**config.mk**
```make
export PLATFORM = sky130hd
export DESIGN_NAME = pcie_tx_mux
export DESIGN_NICKNAME = d
export VERILOG_FILES = /design/src/rtl/pcie_tx_mux.sv
export SDC_FILE = /design/constraint.sdc
export NUM_CORES = 1
export LEC_CHECK = 0
export CAP_MARGIN = 20
export CORE_UTILIZATION = 25
export DETAILED_ROUTE_END_ITERATION = 8
export PLACE_DENSITY_LB_ADDON = 0.05
export REMOVE_ABC_BUFFERS = 1
export SLEW_MARGIN = 20
export SYNTH_ARGS = -nofsm -noshare
export SYNTH_HDL_FRONTEND = slang
export SYNTH_SLANG_ARGS = --single-unit
```
**constraint.sdc**
```tcl
create_clock -name clock -period 11.2 [get_ports clock]
set_input_delay 1.12 -clock clock [delete_from_list [all_inputs] [get_ports clock]]
set_output_delay 1.12 -clock clock [all_outputs]
set_load 0.005 [all_outputs]
```
**src/rtl/pcie_tx_mux.sv**
```systemverilog
// PCIe TX TLP framer: serialises CplD, MRd and MWr TLPs onto a 64-bit AXI-stream port.
// Completions take priority; reads and writes share the port round-robin.
module pcie_tx_mux #(
    parameter int unsigned WR_PAYLOAD_DW = 32,
    parameter int unsigned RD_REQ_DW     = 128,
    parameter bit          ADDR64_ONLY   = 1'b0
) (
    input  logic        clock,
    input  logic        reset,
    input  logic [15:0] pcie_id,
    input  logic        read_completion_valid,
    input  logic [23:0] read_completion_rid_tag,
    input  logic [3:0]  read_completion_lower_addr,
    input  logic [63:0] read_completion_data,
    output logic        read_completion_ready,
    input  logic        read_request_valid,
    input  logic [63:0] read_request_address,
    input  logic [7:0]  read_request_tag,
    output logic        read_request_ready,
    input  logic        write_request_valid,
    input  logic [63:0] write_request_address,
    input  logic [63:0] write_request_data,
    output logic        write_data_ready,
    output logic        write_request_done,
    input  logic        axis_tx_tready,
    output logic [63:0] axis_tx_tdata,
    output logic        axis_tx_1dw,
    output logic        axis_tx_tlast,
    output logic        axis_tx_tvalid
);

    localparam logic [2:0] ST_IDLE = 3'd0;
    localparam logic [2:0] ST_HDR0 = 3'd1;
    localparam logic [2:0] ST_HDR1 = 3'd2;
    localparam logic [2:0] ST_PAY  = 3'd3;
    localparam logic [2:0] ST_TAIL = 3'd4;
    localparam logic [2:0] ST_LAST = 3'd5;

    localparam logic [1:0] K_CPL = 2'd0;
    localparam logic [1:0] K_MRD = 2'd1;
    localparam logic [1:0] K_MWR = 2'd2;

    localparam logic [9:0] WR_LEN   = WR_PAYLOAD_DW[9:0];
    localparam logic [9:0] RD_LEN   = RD_REQ_DW[9:0];
    localparam logic [7:0] LAST_CNT = 8'(WR_PAYLOAD_DW / 2 - 1);
    localparam bit         ONE_WORD = (WR_PAYLOAD_DW == 2);

    function automatic logic [31:0] bswap(input logic [31:0] x);
        return {x[7:0], x[15:8], x[23:16], x[31:24]};
    endfunction

    logic [2:0]  state_q, state_d;
    logic [1:0]  kind_q, kind_d;
    logic        hdr4_q, hdr4_d;
    logic        rr_q, rr_d;
    logic [63:0] addr_q, addr_d;
    logic [7:0]  tag_q, tag_d;
    logic [23:0] rid_tag_q, rid_tag_d;
    logic [3:0]  low_addr_q, low_addr_d;
    logic [63:0] cpl_data_q, cpl_data_d;
    logic [31:0] hold_q, hold_d;
    logic [7:0]  cnt_q, cnt_d;
    logic [63:0] tdata_q, tdata_d;
    logic        tlast_q, tlast_d;
    logic        t1dw_q, t1dw_d;
    logic        tvalid_q, tvalid_d;

    logic        load_en, accept, last_acc, wdr;
    logic [31:0] dw0, dw1;

    always_comb begin
        unique case (kind_q)
            K_CPL: begin
                dw0 = 32'h4A00_0002;
                dw1 = {pcie_id, 16'd8};
            end
            K_MRD: begin
                dw0 = {2'b00, hdr4_q, 19'd0, RD_LEN};
                dw1 = {pcie_id, tag_q, 8'hFF};
            end
            default: begin
                dw0 = {2'b01, hdr4_q, 19'd0, WR_LEN};
                dw1 = {pcie_id, 8'h00, 8'hFF};
            end
        endcase
    end

    always_comb begin
        load_en    = !tvalid_q || axis_tx_tready;
        accept     = tvalid_q && axis_tx_tready;
        state_d    = state_q;
        kind_d     = kind_q;
        hdr4_d     = hdr4_q;
        rr_d       = rr_q;
        addr_d     = addr_q;
        tag_d      = tag_q;
        rid_tag_d  = rid_tag_q;
        low_addr_d = low_addr_q;
        cpl_data_d = cpl_data_q;
        hold_d     = hold_q;
        cnt_d      = cnt_q;
        tdata_d    = tdata_q;
        tlast_d    = tlast_q;
        t1dw_d     = t1dw_q;
        tvalid_d   = tvalid_q && !axis_tx_tready;
        wdr        = 1'b0;

        case (state_q)
            ST_IDLE: begin
                if (read_completion_valid) begin
                    kind_d     = K_CPL;
                    hdr4_d     = 1'b0;
                    rid_tag_d  = read_completion_rid_tag;
                    low_addr_d = read_completion_lower_addr;
                    cpl_data_d = read_completion_data;
                    state_d    = ST_HDR0;
                end else if (read_request_valid && (!write_request_valid || !rr_q)) begin
                    kind_d  = K_MRD;
                    hdr4_d  = ADDR64_ONLY || (read_request_address[63:32] != 32'd0);
                    addr_d  = read_request_address;
                    tag_d   = read_request_tag;
                    rr_d    = 1'b1;
                    state_d = ST_HDR0;
                end else if (write_request_valid) begin
                    kind_d  = K_MWR;
                    hdr4_d  = ADDR64_ONLY || (write_request_address[63:32] != 32'd0);
                    addr_d  = write_request_address;
                    rr_d    = 1'b0;
                    state_d = ST_HDR0;
                end
            end
            ST_HDR0: begin
                if (load_en) begin
                    tdata_d  = {dw1, dw0};
                    tlast_d  = 1'b0;
                    t1dw_d   = 1'b0;
                    tvalid_d = 1'b1;
                    state_d  = ST_HDR1;
                end
            end
            ST_HDR1: begin
                if (load_en) begin
                    tvalid_d = 1'b1;
                    tlast_d  = 1'b0;
                    t1dw_d   = 1'b0;
                    if (kind_q == K_CPL) begin
                        tdata_d = {bswap(cpl_data_q[31:0]), rid_tag_q, 1'b0, low_addr_q, 3'b000};
                        hold_d  = bswap(cpl_data_q[63:32]);
                        state_d = ST_TAIL;
                    end else if (hdr4_q) begin
                        tdata_d = {addr_q[31:0], addr_q[63:32]};
                        tlast_d = (kind_q == K_MRD);
                        cnt_d   = 8'd0;
                        state_d = (kind_q == K_MRD) ? ST_LAST : ST_PAY;
                    end else if (kind_q == K_MRD) begin
                        tdata_d = {32'd0, addr_q[31:0]};
                        tlast_d = 1'b1;
                        t1dw_d  = 1'b1;
                        state_d = ST_LAST;
                    end else begin
                        // 3-DW write: payload slips by one DW, upper half waits in hold_q
                        tdata_d = {bswap(write_request_data[31:0]), addr_q[31:0]};
                        hold_d  = bswap(write_request_data[63:32]);
                        wdr     = 1'b1;
                        cnt_d   = 8'd1;
                        state_d = ONE_WORD ? ST_TAIL : ST_PAY;
                    end
                end
            end
            ST_PAY: begin
                if (load_en) begin
                    tvalid_d = 1'b1;
                    t1dw_d   = 1'b0;
                    wdr      = 1'b1;
                    cnt_d    = cnt_q + 8'd1;
                    if (hdr4_q) begin
                        tdata_d = {bswap(write_request_data[63:32]), bswap(write_request_data[31:0])};
                        tlast_d = (cnt_q == LAST_CNT);
                        state_d = (cnt_q == LAST_CNT) ? ST_LAST : ST_PAY;
                    end else begin
                        tdata_d = {bswap(write_request_data[31:0]), hold_q};
                        hold_d  = bswap(write_request_data[63:32]);
                        tlast_d = 1'b0;
                        state_d = (cnt_q == LAST_CNT) ? ST_TAIL : ST_PAY;
                    end
                end
            end
            ST_TAIL: begin
                if (load_en) begin
                    tdata_d  = {32'd0, hold_q};
                    tlast_d  = 1'b1;
                    t1dw_d   = 1'b1;
                    tvalid_d = 1'b1;
                    state_d  = ST_LAST;
                end
            end
            ST_LAST: begin
                if (accept) begin
                    state_d = ST_IDLE;
                end
            end
            default: state_d = ST_IDLE;
        endcase
    end

    assign last_acc              = (state_q == ST_LAST) && accept;
    assign read_completion_ready = last_acc && (kind_q == K_CPL);
    assign read_request_ready    = last_acc && (kind_q == K_MRD);
    assign write_request_done    = last_acc && (kind_q == K_MWR);
    assign write_data_ready      = wdr;
    assign axis_tx_tdata         = tdata_q;
    assign axis_tx_tlast         = tlast_q;
    assign axis_tx_1dw           = t1dw_q;
    assign axis_tx_tvalid        = tvalid_q;

    always_ff @(posedge clock or posedge reset) begin
        if (reset) begin
            state_q    <= ST_IDLE;
            kind_q     <= K_CPL;
            hdr4_q     <= 1'b0;
            rr_q       <= 1'b0;
            addr_q     <= 64'd0;
            tag_q      <= 8'd0;
            rid_tag_q  <= 24'd0;
            low_addr_q <= 4'd0;
            cpl_data_q <= 64'd0;
            hold_q     <= 32'd0;
            cnt_q      <= 8'd0;
            tdata_q    <= 64'd0;
            tlast_q    <= 1'b0;
            t1dw_q     <= 1'b0;
            tvalid_q   <= 1'b0;
        end else begin
            state_q    <= state_d;
            kind_q     <= kind_d;
            hdr4_q     <= hdr4_d;
            rr_q       <= rr_d;
            addr_q     <= addr_d;
            tag_q      <= tag_d;
            rid_tag_q  <= rid_tag_d;
            low_addr_q <= low_addr_d;
            cpl_data_q <= cpl_data_d;
            hold_q     <= hold_d;
            cnt_q      <= cnt_d;
            tdata_q    <= tdata_d;
            tlast_q    <= tlast_d;
            t1dw_q     <= t1dw_d;
            tvalid_q   <= tvalid_d;
        end
    end

endmodule
```
==> impl_metrics.env <==
export IMPL_dp_hpwl_mm=39.3
export IMPL_dpl_cell_area_mm2=0.0186
export IMPL_wl_mm=59.5
export IMPL_worst_setup_path_type="input port to primary output"
export IMPL_yosysSeqAreaShare_pct=49.0
export IMPL_num_io_pins=385
export IMPL_numCtsBuffers=37
export IMPL_drv_slew=0
export IMPL_synth_edf_count=0
export IMPL_post_drt_via_cell_ratio=4.88
export IMPL_cp_start_kind="input port"
export IMPL_powerDensity_mw_per_mm2=262
export IMPL_synthTopCellsByCount="dfrtp_1 (278), mux2i_1 (154), o21ai_0 (144)"
export IMPL_drc=0
export IMPL_synth_top_cell_area_share_pct=49.0
export IMPL_grt_pass1_vias=12177
export IMPL_synth_most_common_cell="dfrtp_1"
export IMPL_synth_top_family_by_area="multiplexers"
export IMPL_path_max_fanout=11
export IMPL_drt_iter0_markers=566
export IMPL_cts_resized_gates=0
export IMPL_routedWlPerCell_um=24.5
export IMPL_dr_max_layer_used="met5"
export IMPL_synth_top_area_cell="dfrtp_1"
export IMPL_grt_pass1_wl_mm=85.2
export IMPL_relSlewSlack_pct=30.8
export IMPL_ys_ff_latch=278
export IMPL_initial_utilization_pct=25.5
export IMPL_ant_nets=0
export IMPL_worstPathArrival_ps=3170
export IMPL_worstMarginPinSlew_ps=1040
export IMPL_dp_worst_setup_slack_ps=6920
export IMPL_cap_viol_max_count=0
export IMPL_tns_ps=0
export IMPL_wl_met3_mm=3.02
export IMPL_coreArea_mm2=0.0556
export IMPL_grt_max_degree=92
export IMPL_die_area_mm2=0.0577
export IMPL_drt_pass1_iter_count=5
export IMPL_period_needed_ps=4290
export IMPL_avgSynthCellArea_um2=10.8
export IMPL_place_congestion=0.766
export IMPL_rows=86
export IMPL_post_cts_buffers=0
export IMPL_rsz0062_at_grt="false"
export IMPL_required_ps=10080
export IMPL_ys_async_sr_fraction_pct=100
export IMPL_setup_slack_ps=6910
export IMPL_fmax_mhz=233
export IMPL_cts_buffer_depth=3
export IMPL_cpMostUsedCell="clkdlybuf4s50_1"
export IMPL_cp_end_kind="primary output"
export IMPL_syn2layout_area_growth_pct=39.6
export IMPL_clkLatencyLatePin_ps=550
export IMPL_yosys_area_share_simple_pct=9.35
export IMPL_drive_gt1_share_pct=13.4
export IMPL_stdcell_area_mm2=0.0198
export IMPL_peakVddDrop_mv=0.133
export IMPL_crit_buf_inv=2
export IMPL_crit_slowest_cell="nor2b_1"
export IMPL_cts_root_buffer="clkbuf_16"
export IMPL_p_leak_nw=8.02
export IMPL_synthAdderAreaFrac_pct=0.0882
export IMPL_synth_compound_gate_area_share_pct=17.3
export IMPL_crit_chain="clkdlybuf4s50_1, nor2b_1, a211o_1, a21oi_1, clkdlybuf4s50_1"
export IMPL_period_share_pct=38.3
export IMPL_cts_tree="built"
export IMPL_synthCells=1308
export IMPL_htreeDepth=2
export IMPL_hold_buffers=0
export IMPL_status="finished, final reports clean"
export IMPL_clkTransAtPathRegs_ps=60
export IMPL_grtUsageTotal_pct=20.5
export IMPL_setup_violations_final=0
export IMPL_synth_distinct_cells=67
export IMPL_dieWidth_um=240
export IMPL_vias=11832
export IMPL_gr_total_overflow=0
export IMPL_synth_ff_type="dfrtp_1"
export IMPL_yosysWarnings=0
export IMPL_nets=1964
export IMPL_wl_met2_mm=28.5
export IMPL_syn_cell_area_mm2=0.0142
export IMPL_fin_skew_ps=19.3
export IMPL_dieHeight_um=240
export IMPL_met1_length_mm=26.6
export IMPL_synth_area_leaders="dfrtp_1 (49%), mux2i_1 (11%), mux2_2 (8.8%)"
export IMPL_synthMuxAreaShare_pct=19.7
export IMPL_numPortBuffers=384
export IMPL_slowest_delay_ps=610
export IMPL_antenna_found_initial=13
export IMPL_hold_class="register to register"
export IMPL_crit_family="buffers and inverters"
export IMPL_hold_viol_final=0
export IMPL_synthXorXnorAreaFrac_pct=0
export IMPL_cts_sinks=278
## through the flow
| stage | instances | hold WS, ps | power, mW | utilization, % |
|---|---|---|---|---|
| final | 2427 | 478 | 5.19 | 35.6 |
| after global routing | 2425 | 496 | 5.55 | 35.6 |
| after CTS | 2420 | 483 | 5.28 | 35.5 |
| after detailed placement | 2357 | 470 | 4.08 | 33.4 |
| after global placement | 2357 | 463 | 4.06 | 33.4 |
| after floorplan | 1202 | 442 | 3.10 | - |
## cells by family (layout without fill, tap and decap cells)
kind of cell	count (synthesis)	after routing
other	0	6
multiplexers	265	265
buffers and inverters	110	475
adder cells (fa/ha/maj)	1	1
AND/OR/NAND/NOR	284	284
flip-flops	278	278
AO/OA/AOI/OAI	370	370
## worst reg2reg max path, delay by kind of cell, from the launching register on
family / cells / cell delay [ps]
and+or+nand+nor: 2 / 1000
buffers and inverters: 2 / 1180
muxes: 1 / 510
DFF: 1 / 550
## state kept, by name (all words and copies together) (netlist names), 2 cells and up
name           cells
addr_q            64
tag_q              8
low_addr_q         4
hold_q            32
cnt_q              8
kind_q             2
axis_tx_tdata     64
cpl_data_q        64
state_q            3
rid_tag_q         24
## layer usage
metal,vias up,global-route usage [%]
met5,-,0
met4,12,5.94
met3,81,4.27
met2,306,34.1
met1,5888,26.8
li1,5545,-
## layout by cell type (no fill, tap or decap), drive strengths merged, types with 11 or more instances in the layout
cell type      instances
a22o                  34
nand2                139
a221oi                34
o211ai                16
nor4                  17
nor2                  84
o21ai                163
clkdlybuf4s50        384
clkbuf                57
mux2i                154
mux2                 111
buf                   24
dfrtp                278
a21oi                 34
o22ai                 11
a22oi                 41
## final cells by class
type	count	area (µm²)
clock inverter	6	33.8
inverter	4	22.5
clock buffer	57	1130
timing repair buffer	408	4040
tap	748	936
fill	5630	35800
antenna	6	15.0
sequential	278	6960
multi-input combinational	920	6660
## report_power, final
| part | internal (mW) | leakage [nW] | switching [mW] |
|---|---|---|---|
| sequential | 1.46 | 3.44 | 0.328 |
| combinational | 1.01 | 4.00 | 1.23 |
| clock | 0.693 | 0.580 | 0.473 |
| total | 3.16 | 8.02 | 2.03 |
## worst paths after layout
kind / start / to / slack, ps / cells past startpoint
setup reg to reg: state_q[0]$_DFFE_PP0P_ / cpl_data_q[22]$_DFFE_PP0P_ / 7850 / 5
min in group asynchronous: reset / cpl_data_q[2]$_DFFE_PP0P_ / 1050 / 2
hold / removal: axis_tx_tdata[39]$_DFFE_PP0P_ / axis_tx_tdata[39]$_DFFE_PP0P_ / 480 / 2
max in group asynchronous: reset / addr_q[13]$_DFFE_PP0P_ / 8580 / 3
setup / recovery: axis_tx_tready / write_data_ready / 6910 / 5
hold reg to reg: axis_tx_tdata[39]$_DFFE_PP0P_ / axis_tx_tdata[39]$_DFFE_PP0P_ / 480 / 2
(Power assumes the default switching activity.)
